<file path="config.mk">
export PLATFORM = sky130hd
export DESIGN_NAME = serial_operand_sequencer_flat
export DESIGN_NICKNAME = d
export VERILOG_FILES = /design/src/rtl/serial_operand_sequencer_if.sv /design/src/rtl/serial_operand_sequencer.sv /design/src/flat_wrapper.sv
export SDC_FILE = /design/constraint.sdc
export NUM_CORES = 1
export LEC_CHECK = 0
export CORE_MARGIN = 4
export CORE_UTILIZATION = 44
export CTS_CLUSTER_DIAMETER = 120
export DETAILED_ROUTE_END_ITERATION = 8
export HOLD_SLACK_MARGIN = 0.02
export PLACE_DENSITY = 0.86
export SLEW_MARGIN = 20
export SYNTH_ARGS = -nofsm -noshare
export SYNTH_HDL_FRONTEND = slang
export SYNTH_SLANG_ARGS = --single-unit
</file>
<file path="constraint.sdc">
create_clock -name clk -period 1.55 [get_ports clk]
set_clock_uncertainty 0.1 [all_clocks]
set_input_delay 0.2325 -clock clk [delete_from_list [all_inputs] [get_ports clk]]
set_output_delay 0.2325 -clock clk [all_outputs]
set_load 0.1 [all_outputs]
</file>
<file path="src/rtl/serial_operand_sequencer_if.sv">
// Handshake and data bundle between the controller, the bit-serial ALU and the
// serial operand sequencer.
interface serial_operand_sequencer_if #(
    parameter int WIDTH = 16
);
    logic             start;
    logic [2:0]       op_in;
    logic [WIDTH-1:0] opa;
    logic [WIDTH-1:0] opb;
    logic             alu_out;
    logic             ina;
    logic             inb;
    logic [2:0]       op;
    logic             alu_first;
    logic             busy;
    logic             done;
    logic [WIDTH-1:0] result;

    modport master (
        output start, op_in, opa, opb, alu_out,
        input  ina, inb, op, alu_first, busy, done, result
    );

    modport slave (
        input  start, op_in, opa, opb, alu_out,
        output ina, inb, op, alu_first, busy, done, result
    );
endinterface

</file>
<file path="src/rtl/serial_operand_sequencer.sv">
// Bit-serial front/back end: feeds operand bit pairs LSB first to the serial ALU
// and reassembles its serial result into a parallel word.
//
//   state | meaning
//   IDLE  | waiting for start; result and op hold
//   SHIFT | presenting bit pair idx, sampling alu_out at the end of the cycle
//   DONE  | one-cycle done pulse, result final
module serial_operand_sequencer #(
    parameter int WIDTH = 16,
    parameter int CNT_W = 4
) (
    input logic                      clk,
    input logic                      rst,
    serial_operand_sequencer_if.slave bus
);
    typedef enum logic [1:0] {IDLE, SHIFT, DONE} state_t;

    localparam logic [CNT_W-1:0] LAST_IDX = CNT_W'(WIDTH - 1);

    state_t           state, state_nxt;
    logic [CNT_W-1:0] idx, idx_nxt;
    logic [WIDTH-1:0] sa, sa_nxt;
    logic [WIDTH-1:0] sb, sb_nxt;
    logic [WIDTH-1:0] res, res_nxt;
    logic [2:0]       op_q, op_nxt;
    logic             ina_q, ina_nxt;
    logic             inb_q, inb_nxt;
    logic             first_q, first_nxt;
    logic             busy_q, busy_nxt;
    logic             done_q, done_nxt;

    always_ff @(posedge clk) begin
        if (rst) begin
            state   <= IDLE;
            idx     <= '0;
            sa      <= '0;
            sb      <= '0;
            res     <= '0;
            op_q    <= '0;
            ina_q   <= 1'b0;
            inb_q   <= 1'b0;
            first_q <= 1'b0;
            busy_q  <= 1'b0;
            done_q  <= 1'b0;
        end else begin
            state   <= state_nxt;
            idx     <= idx_nxt;
            sa      <= sa_nxt;
            sb      <= sb_nxt;
            res     <= res_nxt;
            op_q    <= op_nxt;
            ina_q   <= ina_nxt;
            inb_q   <= inb_nxt;
            first_q <= first_nxt;
            busy_q  <= busy_nxt;
            done_q  <= done_nxt;
        end
    end

    always_comb begin
        state_nxt = state;
        idx_nxt   = idx;
        sa_nxt    = sa;
        sb_nxt    = sb;
        res_nxt   = res;
        op_nxt    = op_q;
        ina_nxt   = 1'b0;
        inb_nxt   = 1'b0;
        first_nxt = 1'b0;

        case (state)
            IDLE: begin
                if (bus.start) begin
                    // Bit 0 goes out on the accepting edge; the shift regs keep the rest.
                    sa_nxt    = bus.opa >> 1;
                    sb_nxt    = bus.opb >> 1;
                    op_nxt    = bus.op_in;
                    idx_nxt   = '0;
                    ina_nxt   = bus.opa[0];
                    inb_nxt   = bus.opb[0];
                    first_nxt = 1'b1;
                    state_nxt = SHIFT;
                end
            end
            SHIFT: begin
                res_nxt = {bus.alu_out, res[WIDTH-1:1]};
                if (idx == LAST_IDX) begin
                    state_nxt = DONE;
                end else begin
                    idx_nxt = idx + CNT_W'(1);
                    ina_nxt = sa[0];
                    inb_nxt = sb[0];
                    sa_nxt  = sa >> 1;
                    sb_nxt  = sb >> 1;
                end
            end
            DONE: begin
                state_nxt = IDLE;
            end
            default: begin
                state_nxt = IDLE;
            end
        endcase

        busy_nxt = (state_nxt != IDLE);
        done_nxt = (state_nxt == DONE);
    end

    assign bus.ina       = ina_q;
    assign bus.inb       = inb_q;
    assign bus.op        = op_q;
    assign bus.alu_first = first_q;
    assign bus.busy      = busy_q;
    assign bus.done      = done_q;
    assign bus.result    = res;

endmodule

</file>
<file path="src/flat_wrapper.sv">
// flat-port wrapper written by rule: the top's interface ports become plain ports
module serial_operand_sequencer_flat 
#(
    parameter int WIDTH = 16,
    parameter int CNT_W = 4
)
  (clk, rst, bus_start, bus_op_in, bus_opa, bus_opb, bus_alu_out, bus_ina, bus_inb, bus_op, bus_alu_first, bus_busy, bus_done, bus_result);
  serial_operand_sequencer_if #(.WIDTH(WIDTH)) bus_i ();
  input logic clk;
  input logic rst;
  input wire logic [$bits(bus_i.start)-1:0] bus_start;
  input wire logic [$bits(bus_i.op_in)-1:0] bus_op_in;
  input wire logic [$bits(bus_i.opa)-1:0] bus_opa;
  input wire logic [$bits(bus_i.opb)-1:0] bus_opb;
  input wire logic [$bits(bus_i.alu_out)-1:0] bus_alu_out;
  output wire logic [$bits(bus_i.ina)-1:0] bus_ina;
  output wire logic [$bits(bus_i.inb)-1:0] bus_inb;
  output wire logic [$bits(bus_i.op)-1:0] bus_op;
  output wire logic [$bits(bus_i.alu_first)-1:0] bus_alu_first;
  output wire logic [$bits(bus_i.busy)-1:0] bus_busy;
  output wire logic [$bits(bus_i.done)-1:0] bus_done;
  output wire logic [$bits(bus_i.result)-1:0] bus_result;
  assign bus_i.start = bus_start;
  assign bus_i.op_in = bus_op_in;
  assign bus_i.opa = bus_opa;
  assign bus_i.opb = bus_opb;
  assign bus_i.alu_out = bus_alu_out;
  assign bus_ina = bus_i.ina;
  assign bus_inb = bus_i.inb;
  assign bus_op = bus_i.op;
  assign bus_alu_first = bus_i.alu_first;
  assign bus_busy = bus_i.busy;
  assign bus_done = bus_i.done;
  assign bus_result = bus_i.result;
  serial_operand_sequencer #(.WIDTH(WIDTH), .CNT_W(CNT_W)) u_core (.clk(clk), .rst(rst), .bus(bus_i));
endmodule
</file>
# Word level (Yosys, flattened, before mapping)
# Index checks and enable logic that the tools add are counted.
dict set report word_totals {
  reg_bits 62
  input_bits 39
  wordCells 43
}
dict set report op_classes {
  addsub 1
  n_eq_ne 5
  muxes 19
  bitwise 1
  n_reduce_logical 6
}
# cell count
set ops {}
lappend ops {{$mux W16} 4}
lappend ops {{$pmux W16 S2} 2}
lappend ops {{$mux W4} 2}
lappend ops {{$pmux W4 S2} 1}
lappend ops {{$mux W1} 5}
lappend ops {{$add A4 B1 Y4 const B} 1}
lappend ops {{$eq A4 B4 Y1 const B} 1}
lappend ops {{$mux W2} 2}
lappend ops {{$ne A2 B2 Y1 const B} 2}
lappend ops {{$pmux W1 S2} 2}
lappend ops {{$pmux W2 S2} 1}
lappend ops {{$reduce_bool A2 Y1} 2}
lappend ops {{$reduce_and A3 Y1} 1}
lappend ops {{$eq A2 B1 Y1 const B} 1}
lappend ops {{$eq A2 B2 Y1 const B} 1}
lappend ops {{$logic_not A2 Y1} 1}
lappend ops {{$reduce_and A2 Y1} 1}
lappend ops {{$reduce_or A2 Y1} 1}
lappend ops {{$not A1 Y1} 1}

# Longest topological paths before layout
# Gate-level depths: netlist (run 1).
dict set report depth {
  word_depth 4
  ltp_mapped 6
  depth_no_buf 4
}

# Worst setup path after synthesis (run 1)
# OpenSTA, ideal clock, no wires.
dict set report synth_path {
  path_type {reg2reg}
  from {register u_core.idx[0]}
  to {register u_core.sb[10]}
  setup_time_ns 0.088
  t_arrival_ns 1.285
  required_ns 1.362
  path_slack_ns 0.076
  path_stages_with_launch 7
  path_buffers 2
  period_less_slack_ns 1.474
  cell_sequence {dfxtp_1 ha_1 and4_4 nor2_2 buf_6 buf_6 a311oi_2}
}
dict set report synth_between {
  elab_chain_cells 3
}
# element line_no
set synth_rtl {}
lappend synth_rtl {{from (decl)} serial_operand_sequencer.sv:21} ;# logic [CNT_W-1:0] idx, idx_nxt;
lappend synth_rtl {{from (signal assigned)} serial_operand_sequencer.sv:47} ;# idx <= idx_nxt;
lappend synth_rtl {{$eq A4 B4 Y1} serial_operand_sequencer.sv:87} ;# if (idx == LAST_IDX) begin
lappend synth_rtl {{$ne A2 B2 Y1 (no source line)} -}
lappend synth_rtl {{$reduce_and A3 Y1 (no source line)} -}
lappend synth_rtl {{to (signal assigned)} serial_operand_sequencer.sv:49} ;# sb <= sb_nxt;
lappend synth_rtl {{to (decl)} serial_operand_sequencer.sv:23} ;# logic [WIDTH-1:0] sb, sb_nxt;
# Every way passes these cells.
# A chain may end at the register's enable or synchronous reset.

# Worst setup path in the final report (run 1)
dict set report layout_path {
  from {register u_core.idx[1]}
  to {register u_core.sa[13]}
}
dict set report layout_between {
  elab_chain_cells 3
}
# element line_no
set layout_rtl {}
lappend layout_rtl {{$eq A4 B4 Y1} serial_operand_sequencer.sv:87}
lappend layout_rtl {{$ne A2 B2 Y1 (no source line)} -}
lappend layout_rtl {{$reduce_and A3 Y1 (no source line)} -}
lappend layout_rtl {{to (signal assigned)} serial_operand_sequencer.sv:48} ;# sa <= sa_nxt;
lappend layout_rtl {{to (decl)} serial_operand_sequencer.sv:22} ;# logic [WIDTH-1:0] sa, sa_nxt;
# Every way passes these cells.

==> impl_metrics.py, run 1 <==
metrics = {
    "placement": {
        "dp_hpwl_microns": 4256,
        "portBuffers": 62,
        "post-place-ws_ns": -0.1697,
        "gp_congestion": 0.8255,
    },
    "synthesis": {
        "synthXorXnorAreaFrac_pct": 0,
        "muxShareOfSynthArea_pct": 1.187,
        "synth_top_family_by_area": "compound AO/OA/AOI/OAI gates",
        "async_reset_ff_share_pct": 0,
        "synth_compound_area_share_pct": 25.57,
        "synthesis.nets": 331,
        "avgSynthCellArea_sq_um": 8.694,
        "synth_seq_cells": 60,
        "yosys_warnings": 0,
        "synthFlopType": "dfxtp_1",
        "ys_top_cells_by_area": "dfxtp_1, nand2_1, a21oi_1, a311oi_1, a311oi_2",
        "yosysTopAreaCell": "dfxtp_1",
        "syn_inst": 291,
        "synthSimpleGateAreaFrac_pct": 18.50,
        "synth_top_area_share_pct": 47.48,
        "synth-seq-area-share_pct": 47.48,
        "synth_cell_type_count": 32,
        "synth_edf_count": 0,
        "synth_area_sq_um": 2530,
        "synth_fa_ha_area_share_pct": 0.4946,
    },
    "drt": {
        "antenna_left": 0,
        "drt_wl_total_microns": 6254,
        "drt_iter0_markers": 178,
        "routedWlPerCell_microns": 14.54,
        "drc": 0,
        "drt_pass1_iterations": 6,
        "vias_per_cell": 5.442,
        "route.vias.total": 2340,
    },
    "clocking": {
        "tritoncts": "done",
        "h-tree-depth": 3,
        "clkTransAtPathRegs_ns": 0.06,
        "max-clock-path-buffers": 2,
        "cts_root_buf": "clkbuf_8",
        "clock_latency_ns": 0.33,
        "cts_made_buffers": 9,
        "cts_setup_buffers": 0,
        "clock-sinks": 60,
    },
    "grt": {
        "grt_start_max_net_pins": 39,
        "antenna_found_initial": 0,
        "grt_pass1_vias": 2319,
        "gr-usage-met1_pct": 21.70,
        "grt_use_total_pct": 18.34,
        "grt_remaining_overflow": 0,
        "busiest_layer": "met2",
        "grt.met2_usage_pct": 30.95,
        "grt_pass1_wl_microns": 10530,
        "grt_use_met3_pct": 3.751,
    },
    "floorplanning": {
        "die-area_sq_um": 7027,
        "design.core.area_sq_um": 5540,
        "ios": 63,
        "die_w_microns": 83.83,
        "num_rows": 27,
        "start_util_pct": 45.66,
        "die_y_microns": 83.83,
    },
    "finish": {
        "syn2layout_area_growth_pct": 47.48,
        "diodes": 0,
        "nets": 394,
        "drive_gt1_share_pct": 23.46,
    },
    "sta": {
        "slew_headroom_pct": 79.03,
        "final_hold_viol_count": 0,
        "whs_ns": 0.1927,
        "min_period_ns": 1.470,
        "tightest_slew_ns": 0.3145,
        "setup_slack_ns": 0.07984,
        "setup_viol": 0,
        "fin_crit_sh_pct": 94.85,
        "drv_slew": 0,
        "fmax_mhz": 680.2,
    },
    "setup_path": {
        "cp-end-kind": "flip-flop",
        "crit_path_max_fanout": 15,
        "worst_path_largest_cell_delay_ns": 0.36,
        "critPathSlowestCell": "dfxtp_2",
        "cp_cell_sequence": "ha_4 -> and4_4 -> nor2_2 -> buf_4 -> a311oi_1",
        "cp_top_family": "flip-flops",
        "worst_setup_path_start_kind": "flip-flop",
        "arrival_ns": 1.61,
        "cp_data_required_time_ns": 1.69,
        "cp_num_buf_inv": 1,
        "worstSetupPathType": "flip-flop to flip-flop",
    },
    "power": {
        "leakagePower_uw": 0.001362,
        "p_per_area_nw_per_um2": 941.7,
        "ir_drop_mv": 0.4926,
    },
    "outcome": {
        "status": "completed",
    },
    "job": {
        "drv_cap": 0,
    },
    "min_path": {
        "hold_class": "primary input to flip-flop",
    },
}
sequential cells by signal (all words and copies together), names as in the netlist:
register and count:
u_core.bus.busy 1, u_core.bus.alu_first 1, u_core.sb 15, u_core.bus.result 16
u_core.bus.op 3, u_core.bus.done 1, u_core.bus.inb 1, u_core.sa 15
u_core.state 2, u_core.bus.ina 1, u_core.idx 4
synth_stat cells, types with 2 or more instances:
master,instances
a32oi_1,2
nor3_1,6
nand2_1,88
a311oi_1,18
nand4_1,2
buf_6,3
buf_2,11
o21ai_0,3
a21oi_1,48
nand3_1,3
dfxtp_1,60
a311oi_2,10
clkbuf_1,5
buf_4,8
nor2_1,4
mux2i_1,3
a22o_1,2
power by group:
| part | switching [uW] | leakage [uW] | total [uW] | internal, uW |
|---|---|---|---|---|
| clock network | 563 | 0.0000893 | 1220 | 654 |
| registers | 58.8 | 0.000494 | 1690 | 1630 |
| logic | 324 | 0.000778 | 611 | 287 |
layout make-up:
class / instances / area, sq um
Fill cell: 451 / 1809
Multi-Input combinational cell: 203 / 1222
Sequential cell: 60 / 1209
Timing Repair Buffer: 80 / 1041
Clock buffer: 13 / 158.9
Tap cell: 72 / 90.09
Clock inverter: 2 / 10.01
repair_timing:
| item | in CTS | in global routing |
|---|---|---|
| pin swaps | 1 | 0 |
| setup endpoints to repair | 39 | 28 |
| hold buffers | 0 | 0 |
| cloned | 0 | 0 |
| resized for setup | 7 | 8 |
worst register-to-register path, delay by kind of cell (launching register included):
kind | cells | cell delay, ns
and+or+nand+nor | 2 | 0.31
adders and majority gates | 1 | 0.17
buffers and inverters | 1 | 0.20
DFF | 1 | 0.36
AOI/OAI and AO/OA | 1 | 0.23
cell families after synthesis:
group / after synthesis
and+or+nand+nor: 111
AOI/OAI and AO/OA: 88
DFF: 60
buffers and inverters: 28
muxes: 3
adders and majority gates: 1
metrics by stage:
step | area [sq um] | TNS (ns) | util (%) | instances | power, uW
6_report | 3731 | 0 | 67.34 | 430 | 3513
5_1_grt | 3731 | -0.0002960 | 67.34 | 430 | 3657
4_1_cts | 3696 | 0 | 66.71 | 430 | 3526
3_5_place_dp | 3497 | -3.660 | 63.12 | 415 | 2306
3_3_place_gp | 3497 | -2.231 | 63.12 | 415 | 2291
2_1_floorplan | 2530 | 0 | - | 291 | 2064
cell usage in the layout, fill, tap and decap left out, types with 2 or more instances in the layout:
cell type,instances
buf_4,14
buf_12,28
nand4_1,2
nor2_1,4
a21oi_1,48
a311oi_2,16
clkdlybuf4s50_1,37
clkbuf_1,2
nand2_1,88
dfxtp_1,56
dfxtp_2,3
clkinv_2,2
nor3_1,6
mux2i_1,3
a22o_1,2
a311oi_1,12
o21ai_0,3
a32oi_1,2
nand3_1,3
clkbuf_8,11
path summary, 6_finish.rpt:
check                 from            end  slack (ns)  depth (start not counted)
min reg2reg   u_core.sa[7]   u_core.sa[6]        0.38                          2
min                    rst  u_core.sb[11]        0.19                          2
max          u_core.idx[1]  u_core.sa[13]        0.08                          5
max reg2reg  u_core.idx[1]  u_core.sa[13]        0.08                          5
metal layers:
layer | share of wire, % | routed length, microns | vias to the layer above
met2 | 50 | 3136 | 65
met5 | 0 | 0 | -
met3 | 4.7 | 292 | 15
met4 | 2.3 | 145 | 0
met1 | 43 | 2681 | 1103
li1 | - | - | 1157
Power figures use the tool's default switching activity.
==> run 2, diff against run 1 <==
SETUP_SLACK_MARGIN = 0.05   (was unset)
==> impl_metrics.py, run 2 (synthesized netlist as in run 1, its figures left out) <==
metrics = {
    "floorplanning": {
        "ios": 63,
        "design.core.area_sq_um": 5540,
        "start_util_pct": 45.66,
        "num_rows": 27,
        "die-area_sq_um": 7027,
        "die_w_microns": 83.83,
        "die_y_microns": 83.83,
    },
    "finish": {
        "nFillCells": 449,
        "final_cell_mix": "nand2_1, dfxtp_1, a21oi_1",
        "diodes": 0,
        "final_cell_area_sq_um": 3720,
        "largest_register_ffs": 16,
        "seq_area_sq_um": 1209,
        "multi_input_area_sq_um": 1204,
        "layout_commonest_cell": "nand2_1",
        "nets": 394,
        "drive_gt1_share_pct": 22.63,
        "syn2layout_area_growth_pct": 47.03,
    },
    "drt": {
        "drt_pass1_iterations": 5,
        "vias_per_cell": 5.405,
        "drc": 0,
        "drt_iter0_markers": 151,
        "antenna_left": 0,
        "route.vias.total": 2324,
        "routedWlPerCell_microns": 14.23,
        "drt_wl_total_microns": 6118,
    },
    "grt": {
        "grt_use_total_pct": 18.34,
        "grt_pass1_wl_microns": 10530,
        "antenna_found_initial": 0,
        "grt_remaining_overflow": 0,
        "grt_pass1_vias": 2319,
        "grt_start_max_net_pins": 39,
    },
    "setup_path": {
        "worstSetupPathType": "flip-flop to flip-flop",
        "arrival_ns": 1.59,
        "cp_data_required_time_ns": 1.69,
        "worst_setup_path_start_kind": "flip-flop",
        "cp-end-kind": "flip-flop",
        "crit_path_max_fanout": 14,
    },
    "sta": {
        "fin_crit_sh_pct": 93.54,
        "final_hold_viol_count": 0,
        "tightest_slew_ns": 0.3079,
        "setup_viol": 0,
        "min_period_ns": 1.450,
        "slew_headroom_pct": 79.47,
        "rsz0062_at_grt": "yes",
        "fin_tns_setup_ns": 0,
        "fmax_mhz": 689.7,
        "drv_slew": 0,
    },
    "placement": {
        "portBuffers": 62,
        "place_area_sq_um": 3497,
        "dp_hpwl_microns": 4256,
        "gp_congestion": 0.8255,
    },
    "power": {
        "ir_drop_mv": 0.4920,
        "p_per_area_nw_per_um2": 942.8,
        "leakagePower_uw": 0.001362,
        "total_power_uw": 3507,
    },
    "clocking": {
        "cts_made_buffers": 9,
        "clock-sinks": 60,
        "cts_root_buf": "clkbuf_8",
        "clkTransAtPathRegs_ns": 0.06,
        "tritoncts": "done",
        "max-clock-path-buffers": 2,
        "h-tree-depth": 3,
        "cts_setup_buffers": 0,
        "clock_latency_ns": 0.33,
    },
    "outcome": {
        "status": "completed",
    },
    "min_path": {
        "hold_class": "primary input to flip-flop",
    },
    "job": {
        "drv_cap": 0,
    },
}
-- run 2: cell counts in the layout (fill, tap and decap cells not counted) --
Identical to the previous run, type by type.
-- run 2: per-stage QoR --
stage / utilization [%] / cells / hold slack (ns) / setup WS [ns]
finish: 67.14 / 430 / 0.1862 / 0.1001
floorplan: - / 291 / 0.2328 / 0.07644
global placement: 63.12 / 415 / 0.3603 / -0.1267
CTS: 66.76 / 430 / 0.1742 / 0.06279
detailed placement: 63.12 / 415 / 0.3742 / -0.1697
global route: 67.14 / 430 / 0.1941 / 0.01439
-- run 2: what timing repair did --
| item | in CTS | in global routing |
|---|---|---|
| hold buffers | 0 | 0 |
| resized for setup | 9 | 5 |
| hold endpoints to repair | 0 | 0 |
| pin swaps | 1 | 0 |
| setup endpoints to repair | 47 | 27 |
-- run 2: per-layer routing --
metal / global-route usage [%] / vias to the layer above / share of wire [%]
met5: 0 / - / 0
met4: 9.942 / 0 / 2.3
met3: 3.751 / 14 / 5.0
li1: - / 1157 / -
met2: 30.95 / 73 / 50
met1: 21.70 / 1080 / 42
-- run 2: worst paths after layout --
path                        start            end  slack [ns]  cells past startpoint
setup / recovery  u_core.state[1]   u_core.sa[2]        0.10                      4
hold / removal                rst  u_core.sb[11]        0.19                      2
setup reg to reg  u_core.state[1]   u_core.sa[2]        0.10                      4
hold reg to reg      u_core.sa[7]   u_core.sa[6]        0.38                      2
-- run 2: critical path, stage by stage, from the launching register on --
cell      delay, ns
dfxtp_2        0.47
nand2b_4       0.22
buf_4          0.20
nand2_1        0.08
a311oi_2       0.28
-- run 2: layout make-up --
| cell class | count | share of cell area (%) |
|---|---|---|
| repair buffers | 80 | 28.19 |
| clock inverters | 2 | 0.2691 |
| multi-input cells | 203 | 32.36 |
| clock buffers | 13 | 4.272 |
| flip-flops and latches | 60 | 32.49 |
| well taps | 72 | 2.422 |
-- run 2: power by group --
group	switching, uW	internal [uW]
registers	57.1	1630
logic	319	286
clock network	563	654
==> run 3, diff against run 2 <==
PLACE_DENSITY = 0.84   (was 0.86)
TNS_END_PERCENT = 5   (was unset)
==> impl_metrics.py, run 3 (synthesized netlist as in run 1, its figures left out) <==
metrics = {
    "outcome": {
        "status": "completed",
    },
    "sta": {
        "fin_crit_sh_pct": 94.23,
        "rsz0062_at_grt": "yes",
        "fmax_mhz": 684.7,
        "whs_ns": 0.2259,
        "setup_viol": 0,
        "min_period_ns": 1.461,
        "drv_slew": 0,
        "final_hold_viol_count": 0,
        "tightest_slew_ns": 0.3874,
        "slew_headroom_pct": 74.17,
        "setup_slack_ns": 0.08946,
        "fin_tns_setup_ns": 0,
    },
    "drt": {
        "drc": 0,
        "drt_iter0_markers": 141,
        "antenna_left": 0,
        "route.vias.total": 2394,
        "drt_pass1_iterations": 4,
        "routedWlPerCell_microns": 15.14,
        "vias_per_cell": 5.529,
        "drt_wl_total_microns": 6556,
    },
    "setup_path": {
        "r2r_setup_slack_ns": 0.09,
        "cp-end-kind": "flip-flop",
        "cp_data_required_time_ns": 1.69,
        "timing.rr.end": "u_core.sb[1]",
        "worst_setup_path_start_kind": "flip-flop",
        "crit_path_max_fanout": 10,
        "arrival_ns": 1.60,
        "worstSetupPathType": "flip-flop to flip-flop",
        "worstReg2RegStart": "u_core.idx[1]",
        "reg2regPathDepth": 5,
    },
    "finish": {
        "syn2layout_area_growth_pct": 50.79,
        "final_cell_mix": "nand2_1, dfxtp_1, a21oi_1",
        "nets": 396,
        "drive_gt1_share_pct": 24.65,
        "layout_commonest_cell": "nand2_1",
        "diodes": 0,
        "largest_register_ffs": 16,
    },
    "placement": {
        "dp_hpwl_microns": 4311,
        "portBuffers": 62,
        "gp_congestion": 0.8166,
        "post-place-ws_ns": -0.1683,
    },
    "floorplanning": {
        "die-area_sq_um": 7027,
        "start_util_pct": 45.66,
        "design.core.area_sq_um": 5540,
        "ios": 63,
        "die_w_microns": 83.83,
        "die_y_microns": 83.83,
        "num_rows": 27,
    },
    "clocking": {
        "clkTransAtPathRegs_ns": 0.07,
        "cts_setup_buffers": 0,
        "h-tree-depth": 3,
        "cts-hold-fix-buffers": 0,
        "clock-sinks": 60,
        "tritoncts": "done",
        "max-clock-path-buffers": 2,
        "clock_latency_ns": 0.34,
        "cts_root_buf": "clkbuf_8",
        "cts_made_buffers": 9,
    },
    "job": {
        "drv_cap": 0,
    },
    "grt": {
        "grt_pass1_vias": 2281,
        "grt_start_max_net_pins": 33,
        "grt_use_met3_pct": 6.219,
        "grt_remaining_overflow": 0,
        "busiest_layer": "met2",
        "gr-usage-met1_pct": 24.07,
        "grt_pass1_wl_microns": 10800,
        "grt_use_total_pct": 19.17,
        "grt.met2_usage_pct": 29.36,
        "antenna_found_initial": 0,
    },
    "min_path": {
        "hold_class": "primary input to flip-flop",
        "min_to": "u_core.sb[6]",
        "whs_path_depth": 2,
        "holdCritStartpoint": "rst",
    },
    "power": {
        "ir_drop_mv": 0.6132,
        "p_sw_share_pct": 25.30,
        "intPower_uw": 2946,
        "combPwrFrac_pct": 15.7,
        "pwr-share-clk_pct": 41.5,
        "leakagePower_uw": 0.001405,
        "p_switching_uw": 997.7,
        "seqPwrFrac_pct": 42.8,
        "p_per_area_nw_per_um2": 1034,
    },
}
-- run 3: repair_timing --
| action | CTS | global route |
|---|---|---|
| endpoints found under the setup margin | 31 | 6 |
| resized for setup | 6 | 8 |
| pin swaps | 1 | 1 |
-- run 3: layout make-up --
class / count / area [sq um]
tap: 72 / 90.09
clock buffer: 12 / 165.2
fill: 422 / 1725
clock inverter: 4 / 70.07
multi-input combinational: 203 / 1226
timing repair buffer: 82 / 1056
sequential: 60 / 1207
-- run 3: worst max path at each step --
stage             startpoint                to  slack [ns]  cells past startpoint
2_1_floorplan  u_core.idx[0]     u_core.sb[10]        0.08                      6
3_3_place_gp       bus_start  u_core.bus.op[0]       -0.05                      5
3_5_place_dp       bus_start      u_core.sa[6]       -0.17                      5
4_1_cts        u_core.idx[1]      u_core.sb[2]        0.09                      5
5_1_grt        u_core.idx[0]     u_core.sa[10]        0.03                      5
6_report       u_core.idx[1]      u_core.sb[1]        0.09                      5
-- run 3: routing by layer --
metal  vias up  routed length, microns
met1      1120                    2674
met5         -                       0
met4         0                     118
met2       100                    3244
met3        11                     518
li1       1163                       -
-- run 3: power groups by stage --
stage	logic (uW)	clock network [uW]	registers, uW
after floorplan	276	0	1790
after global placement	581	0	1710
after detailed placement	594	0	1720
after CTS	602	1650	1690
after global routing	662	1740	1700
final	618	1640	1690
-- run 3: per-stage QoR --
stage               power [uW]  std cells  util (%)  cell area [sq um]
floorplan                 2064        291         -               2530
global placement          2293        417     63.39               3512
detailed placement        2310        417     63.39               3512
CTS                       3941        433     68.04               3770
global route              4095        433     68.86               3815
finish                    3944        433     68.86               3815
-- run 3: critical path: stages (launching register included) --
cell and delay [ns]:
dfxtp_2 0.36, ha_4 0.17, and4_4 0.26, nor2_2 0.07
buf_4 0.18, a311oi_1 0.23
